--- config.mk ---
export PLATFORM = sky130hd
export DESIGN_NAME = flit_credit_injector
export DESIGN_NICKNAME = d
export VERILOG_FILES = /design/src/rtl/noc_flit_pkg.sv /design/src/rtl/flit_sync_fifo.sv /design/src/rtl/flit_credit_injector.sv
export SDC_FILE = /design/constraint.sdc
export NUM_CORES = 1
export LEC_CHECK = 0
export ABC_CLOCK_PERIOD_IN_PS = 3750
export BUFFER_PORTS_ARGS = -buffer_cell sky130_fd_sc_hd__buf_4
export CAP_MARGIN = 20
export CORE_AREA = 3 3 124 126
export DETAILED_ROUTE_END_ITERATION = 16
export DIE_AREA = 0 0 127 129
export GPL_TIMING_DRIVEN = 1
export SYNTH_ARGS = -nofsm -noshare
export SYNTH_HDL_FRONTEND = slang
export SYNTH_SLANG_ARGS = --single-unit
--- constraint.sdc ---
create_clock -name CLK -period 3.75 [get_ports CLK]
set_input_delay 0 -clock CLK [delete_from_list [all_inputs] [get_ports CLK]]
set_output_delay 0 -clock CLK [all_outputs]
set_load 0.01 [all_outputs]
--- src/rtl/noc_flit_pkg.sv ---
// noc_flit_pkg: flit field layout, credit-return type and field helpers shared by the injector.
`ifndef FLIT_WIDTH
`define FLIT_WIDTH 32
`endif
`ifndef VC_BITS
`define VC_BITS 1
`endif
package noc_flit_pkg;
  localparam int FLIT_WIDTH = `FLIT_WIDTH;
  localparam int VC_BITS = `VC_BITS;
  localparam int NUM_VCS = 2 ** VC_BITS;
  localparam int VALID_BIT = FLIT_WIDTH - 1;
  localparam int TAIL_BIT = FLIT_WIDTH - 2;
  localparam int DST_HI = FLIT_WIDTH - 3;
  localparam int DST_LO = FLIT_WIDTH - 4;
  localparam int VC_HI = FLIT_WIDTH - 5;
  localparam int VC_LO = VC_HI - VC_BITS + 1;
  typedef logic [FLIT_WIDTH-1:0] flit_t;
  typedef struct packed {
    logic valid;
    logic [VC_BITS-1:0] vc;
  } credit_t;
  function automatic logic [VC_BITS-1:0] flit_vc(input flit_t f);
    return f[VC_HI:VC_LO];
  endfunction
endpackage

--- src/rtl/flit_sync_fifo.sv ---
// flit_sync_fifo: synchronous FIFO with full/empty flags and asynchronous active-high reset.
module flit_sync_fifo #(
  parameter int WIDTH = 32,
  parameter int DEPTH = 4
) (
  input  logic             CLK,
  input  logic             RST,
  input  logic [WIDTH-1:0] pushData,
  input  logic             push,
  input  logic             pop,
  output logic [WIDTH-1:0] popData,
  output logic             full,
  output logic             empty
);
  localparam int AW = $clog2(DEPTH);
  logic [WIDTH-1:0] mem [DEPTH];
  logic [AW:0] wrPtr, rdPtr;
  // Pointers carry one extra wrap bit so full and empty are distinguishable.
  always_comb begin
    empty = wrPtr == rdPtr;
    full = wrPtr == {~rdPtr[AW], rdPtr[AW-1:0]};
    popData = mem[rdPtr[AW-1:0]];
  end
  always_ff @(posedge CLK or posedge RST)
    if (RST) begin
      wrPtr <= '0;
      rdPtr <= '0;
    end else begin
      if (push && !full) wrPtr <= wrPtr + 1'b1;
      if (pop && !empty) rdPtr <= rdPtr + 1'b1;
    end
  always_ff @(posedge CLK)
    if (push && !full) mem[wrPtr[AW-1:0]] <= pushData;
endmodule

--- src/rtl/flit_credit_injector.sv ---
// flit_credit_injector: buffers bridge flits and forwards them in order under per-VC credit control.
// Define INJECTOR_STATS_EN to build the sent-flit and stall-cycle statistics counters.
`ifndef FLIT_WIDTH
`define FLIT_WIDTH 32
`endif
`ifndef VC_BITS
`define VC_BITS 1
`endif
module flit_credit_injector #(
  parameter int FLIT_WIDTH = `FLIT_WIDTH,
  parameter int VC_BITS = `VC_BITS,
  parameter int NUM_VCS = 2 ** VC_BITS,
  parameter int CREDITS_PER_VC = 4,
  parameter int FIFO_DEPTH = 4
) (
  input  logic                  CLK,
  input  logic                  RST,
  input  logic [FLIT_WIDTH-1:0] put_flit,
  input  logic                  put_flit_valid,
  output logic                  put_flit_ready,
  output logic [FLIT_WIDTH-1:0] send_ports_putFlit_flit_in,
  output logic                  EN_send_ports_putFlit,
  input  logic [VC_BITS:0]      send_ports_getCredits,
  output logic                  EN_send_ports_getCredits,
  output logic                  credit_overflow,
  output logic [31:0]           stat_flits_sent,
  output logic [31:0]           stat_stall_cycles
);
  import noc_flit_pkg::*;
  localparam int CW = $clog2(CREDITS_PER_VC + 1);
  localparam logic [CW-1:0] CREDIT_MAX = CW'(CREDITS_PER_VC);
  flit_t headFlit;
  logic fifoFull, fifoEmpty, headReady, overflowHit;
  logic [VC_BITS-1:0] headVc;
  credit_t creditRet;
  logic [NUM_VCS-1:0] retHit, useHit;
  logic [CW-1:0] credit [NUM_VCS];
  logic [CW-1:0] creditNext [NUM_VCS];

  flit_sync_fifo #(.WIDTH(FLIT_WIDTH), .DEPTH(FIFO_DEPTH)) fifo (
    .CLK(CLK),
    .RST(RST),
    .pushData({1'b1, put_flit[FLIT_WIDTH-2:0]}),
    .push(put_flit_valid && put_flit_ready),
    .pop(EN_send_ports_putFlit),
    .popData(headFlit),
    .full(fifoFull),
    .empty(fifoEmpty)
  );

  // A return that meets a send on the same VC nets out; a return into a full counter is clamped and flagged.
  always_comb begin
    creditRet = send_ports_getCredits;
    headVc = flit_vc(headFlit);
    headReady = !fifoEmpty && credit[headVc] != '0;
    put_flit_ready = !RST && !fifoFull;
    EN_send_ports_putFlit = !RST && headReady;
    send_ports_putFlit_flit_in = EN_send_ports_putFlit ? headFlit : '0;
    EN_send_ports_getCredits = !RST;
    retHit = creditRet.valid ? NUM_VCS'(1) << creditRet.vc : '0;
    useHit = EN_send_ports_putFlit ? NUM_VCS'(1) << headVc : '0;
    overflowHit = 1'b0;
    for (int v = 0; v < NUM_VCS; v++) begin
      creditNext[v] = (retHit[v] && !useHit[v]) ? (credit[v] == CREDIT_MAX ? credit[v] : credit[v] + 1'b1)
                    : (useHit[v] && !retHit[v]) ? credit[v] - 1'b1 : credit[v];
      overflowHit = overflowHit || (retHit[v] && !useHit[v] && credit[v] == CREDIT_MAX);
    end
  end

  always_ff @(posedge CLK or posedge RST)
    if (RST) begin
      for (int v = 0; v < NUM_VCS; v++) credit[v] <= CREDIT_MAX;
      credit_overflow <= 1'b0;
    end else begin
      credit <= creditNext;
      credit_overflow <= credit_overflow || overflowHit;
    end

`ifdef INJECTOR_STATS_EN
  always_ff @(posedge CLK or posedge RST)
    if (RST) begin
      stat_flits_sent <= '0;
      stat_stall_cycles <= '0;
    end else begin
      stat_flits_sent <= stat_flits_sent + 32'(EN_send_ports_putFlit);
      stat_stall_cycles <= stat_stall_cycles + 32'(!fifoEmpty && !headReady);
    end
`else
  assign stat_flits_sent = '0;
  assign stat_stall_cycles = '0;
`endif
endmodule

==> run_results.csv <==
group,metric,value,unit
min_path,worstHoldPathType,"input pin to flop",
sta,maxClockFrequency,0.334,GHz
cells_and_area,nFillCells,1181,
grt,gr-total-overflow,0,
logic_synthesis,synth_cells,357,
sta,final_min_period_over_clock_period,0.798,
logic_synthesis,netlist-cell-type-count,41,
cells_and_area,utilization,0.517,
critical_path,critPathMaxStageDelay,600,ps
sta,rsz_0062_raised_after_global_routing,"no",
sta,final_period_minus_worst_setup_slack,2990,ps
cells_and_area,area_growth,23.4,%
sta,worst_hold_slack,49.4,ps
cells_and_area,num-nets-final,512,
critical_path,timing.critical_path.required,3750,ps
cells_and_area,layout.cell_area.non_filler,7450,um2
placed_design,place_area,6530,um2
clock_tree,cts_inserted_buffers,17,
clock_tree,max-clock-path-buffers,2,
grt,grt_max_degree,33,
critical_path,timing.critical_path.fanout_max,19,
logic_synthesis,netlist_top_cells_count,"edfxtp_1, buf_4, and2_1",
sta,hold_violations,0,
route,number_of_drc_violations_after_detailed_routing,0,
power_and_ir_drop,fin_total_pwr,5.47,mW
logic_synthesis,combined_area_of_all_synthesized_cells,6040,um2
cells_and_area,final_cells,664,
placed_design,dpl.hpwl,6510,um
cells_and_area,antenna-diode-count,0,
route,ant_nets,0,
route,wirelength,10800,um
sta,fin_setup_tns,0,ps
critical_path,number_of_cells_traversed_by_the_worst_register_to_register_path,8,
power_and_ir_drop,irDropWorstVdd,0.000411,V
die,die-area,16400,um2
critical_path,critical_path.reg2reg.endpoint,"credit[2]",
placed_design,input_output_buffers,71,
clock_tree,insertion_delay,410,ps
logic_synthesis,synth-seq-cells,137,
critical_path,startpoint_type,"flop",
critical_path,timing.rr.start,"fifo.rdPtr[1]",
min_path,hold_path.startpoint,"send_ports_getCredits[1]",
critical_path,critical_path.slowest_cell,"dfrtp_2",
placed_design,place_worst_setup_slack,1000,ps
sta,setup_viol,0,
sta,final_worst_path_setup_slack,757,ps
logic_synthesis,yosysMostFrequentCell,"edfxtp_1",
clock_tree,post_cts_resize_count,0,
placed_design,placedCellCount,600,
sta,slew-limit-headroom,0.408,
placed_design,gpl.final_weighted_congestion,0.752,
grt,via_count_of_the_first_global_routing_pass,3132,
sta,worst-slew-pin-transition,888,ps
critical_path,rrSetupSlack,1020,ps
die,fp.dieW,127,um
critical_path,path_common_cell,"buf_4",
die,num_io_pins,137,
logic_synthesis,netlist.area_leader.share,0.616,
logic_synthesis,synth_enable_flop_cells,124,
clock_tree,cts.sink_count,137,
min_path,min_delay_worst_endpoint,"credit[1]",
logic_synthesis,synth-main-ff-cell,"edfxtp_1",
power_and_ir_drop,static_leakage,2.79,nW
die,fp.coreArea,14400,um2
job,maxCapViolations,0,
critical_path,cp_cell_sequence,"mux4_2 -> or2_1 -> a21o_1 -> inv_1 -> buf_4 -> and2_1 -> buf_4",
clock_tree,cts.root.buffer_cell,"clkbuf_16",
grt,grt_usage,0.136,
grt,initial_antenna_violation_count,0,
clock_tree,cts_tree,"yes",
clock_tree,clk_pin_slew_worst_paths,60,ps
logic_synthesis,yosys_warnings,0,
logic_synthesis,netlist_top_cells_area,"edfxtp_1, mux4_2, buf_4",
critical_path,worstSetupPathType,"flop to output pin",
sta,finClkSkew,9.61,ps
sta,timing_max_transition_violations_final,0,
logic_synthesis,syn_area_per_cell,16.9,um2
die,dieHeight,129,um
grt,grt_pass1_wl,16800,um
clock_tree,cts-htree-levels,4,
logic_synthesis,synth_area_leader_cell,"edfxtp_1",
logic_synthesis,async_reset_ff_frac,0.0949,
route,first_iter_violations,161,
critical_path,worstPathArrival,2990,ps
power_and_ir_drop,power.density_cell_area,733,nW/um2
route,vias_per_cell,4.73,
logic_synthesis,seq_area_frac_synth,0.671,
route,route.vias.total,3138,
route,first_pass_drt_iterations,4,
min_path,hold_depth,4,
critical_path,worst_setup_ep_type,"output pin",
die,initial_utilization,0.419,
cells_and_area,final_layout_size_suffix_gt1_frac,0.302,
route,wl_per_cell,16.2,um
run_status,outcome,"complete, no violations",
die,placementRows,44,
## worst max-delay path by stage
stage                              from                       endpoint  slack, ps  cells after the start
after floorplan           fifo.rdPtr[1]                      credit[2]       1260                     10
after global placement    fifo.rdPtr[1]                      credit[2]       1060                      8
after detailed placement  fifo.rdPtr[1]                      credit[2]       1000                      8
after CTS                 fifo.rdPtr[1]  send_ports_putFlit_flit_in[1]        640                      7
after global routing      fifo.rdPtr[1]  send_ports_putFlit_flit_in[0]        500                      7
final                     fifo.rdPtr[1]  send_ports_putFlit_flit_in[0]        760                      7
## report_power, final
group          total (mW)  internal, mW  switching [mW]
Clock                1.68          1.05           0.630
Combinational        1.72         0.866           0.856
Sequential           2.07          1.92           0.144
## layout make-up
type	instances	area, um2	share of cell area
Inverter	7	26.3	0.00353
Sequential cell	137	4050	0.544
Clock inverter	14	171	0.0230
Timing Repair Buffer	107	886	0.119
Multi-Input combinational cell	198	1660	0.223
Clock buffer	17	425	0.0571
Tap cell	184	230	0.0309
## flip-flops by register name, indices dropped and copies added (netlist names)
register	count
credit_overflow	1
fifo.mem	124
credit	6
fifo.wrPtr	3
fifo.rdPtr	3
## critical path, delay by kind of cell (launching register included)
family          cells  cell delay [ps]
buf+inv             3              840
flops               1              600
simple gates        2              480
mux                 1              430
compound gates      1              230
## routing by layer
layer	share of wire	GRT usage
met1	0.45	0.178
met2	0.48	0.216
met3	0.062	0.0382
met4	0.016	0.0587
met5	0	0
## cell usage in the layout (no fill, tap or decap), drive strengths merged, types with 2 or more instances in the layout
master,instances
ha,5
dfrtp,11
fa,2
clkinv,5
edfxtp,124
or3,2
clkbuf,17
mux4,31
o21ai,7
xnor2,6
dlygate4sd3,33
bufinv,3
nor3b,2
buf,74
nor3,4
and2,32
nor2,2
o21a,2
and3,4
inv,11
nand2,8
a21oi,4
conb,64
nor2b,3
xor2,2
dfstp,2
clkinvlp,2
a211oi,4
## timing repair
action | CTS | global route
hold endpoints to repair | 137 | 0
hold buffers | 33 | 0
setup buffers | 0 | 0
setup endpoints to repair | 0 | 0
## kinds of logic after synthesis
family,after synthesis,synth area share
AO/OA/AOI/OAI,24,0.0263
XOR/XNOR,8,0.0116
adder cells (fa/ha/maj),7,0.0170
buffers and inverters,85,0.0947
flip-flops,137,0.671
multiplexers,33,0.119
other,1,0.000621
AND/OR/NAND/NOR,62,0.0601
No activity file was read; power rests on OpenSTA's default activity.
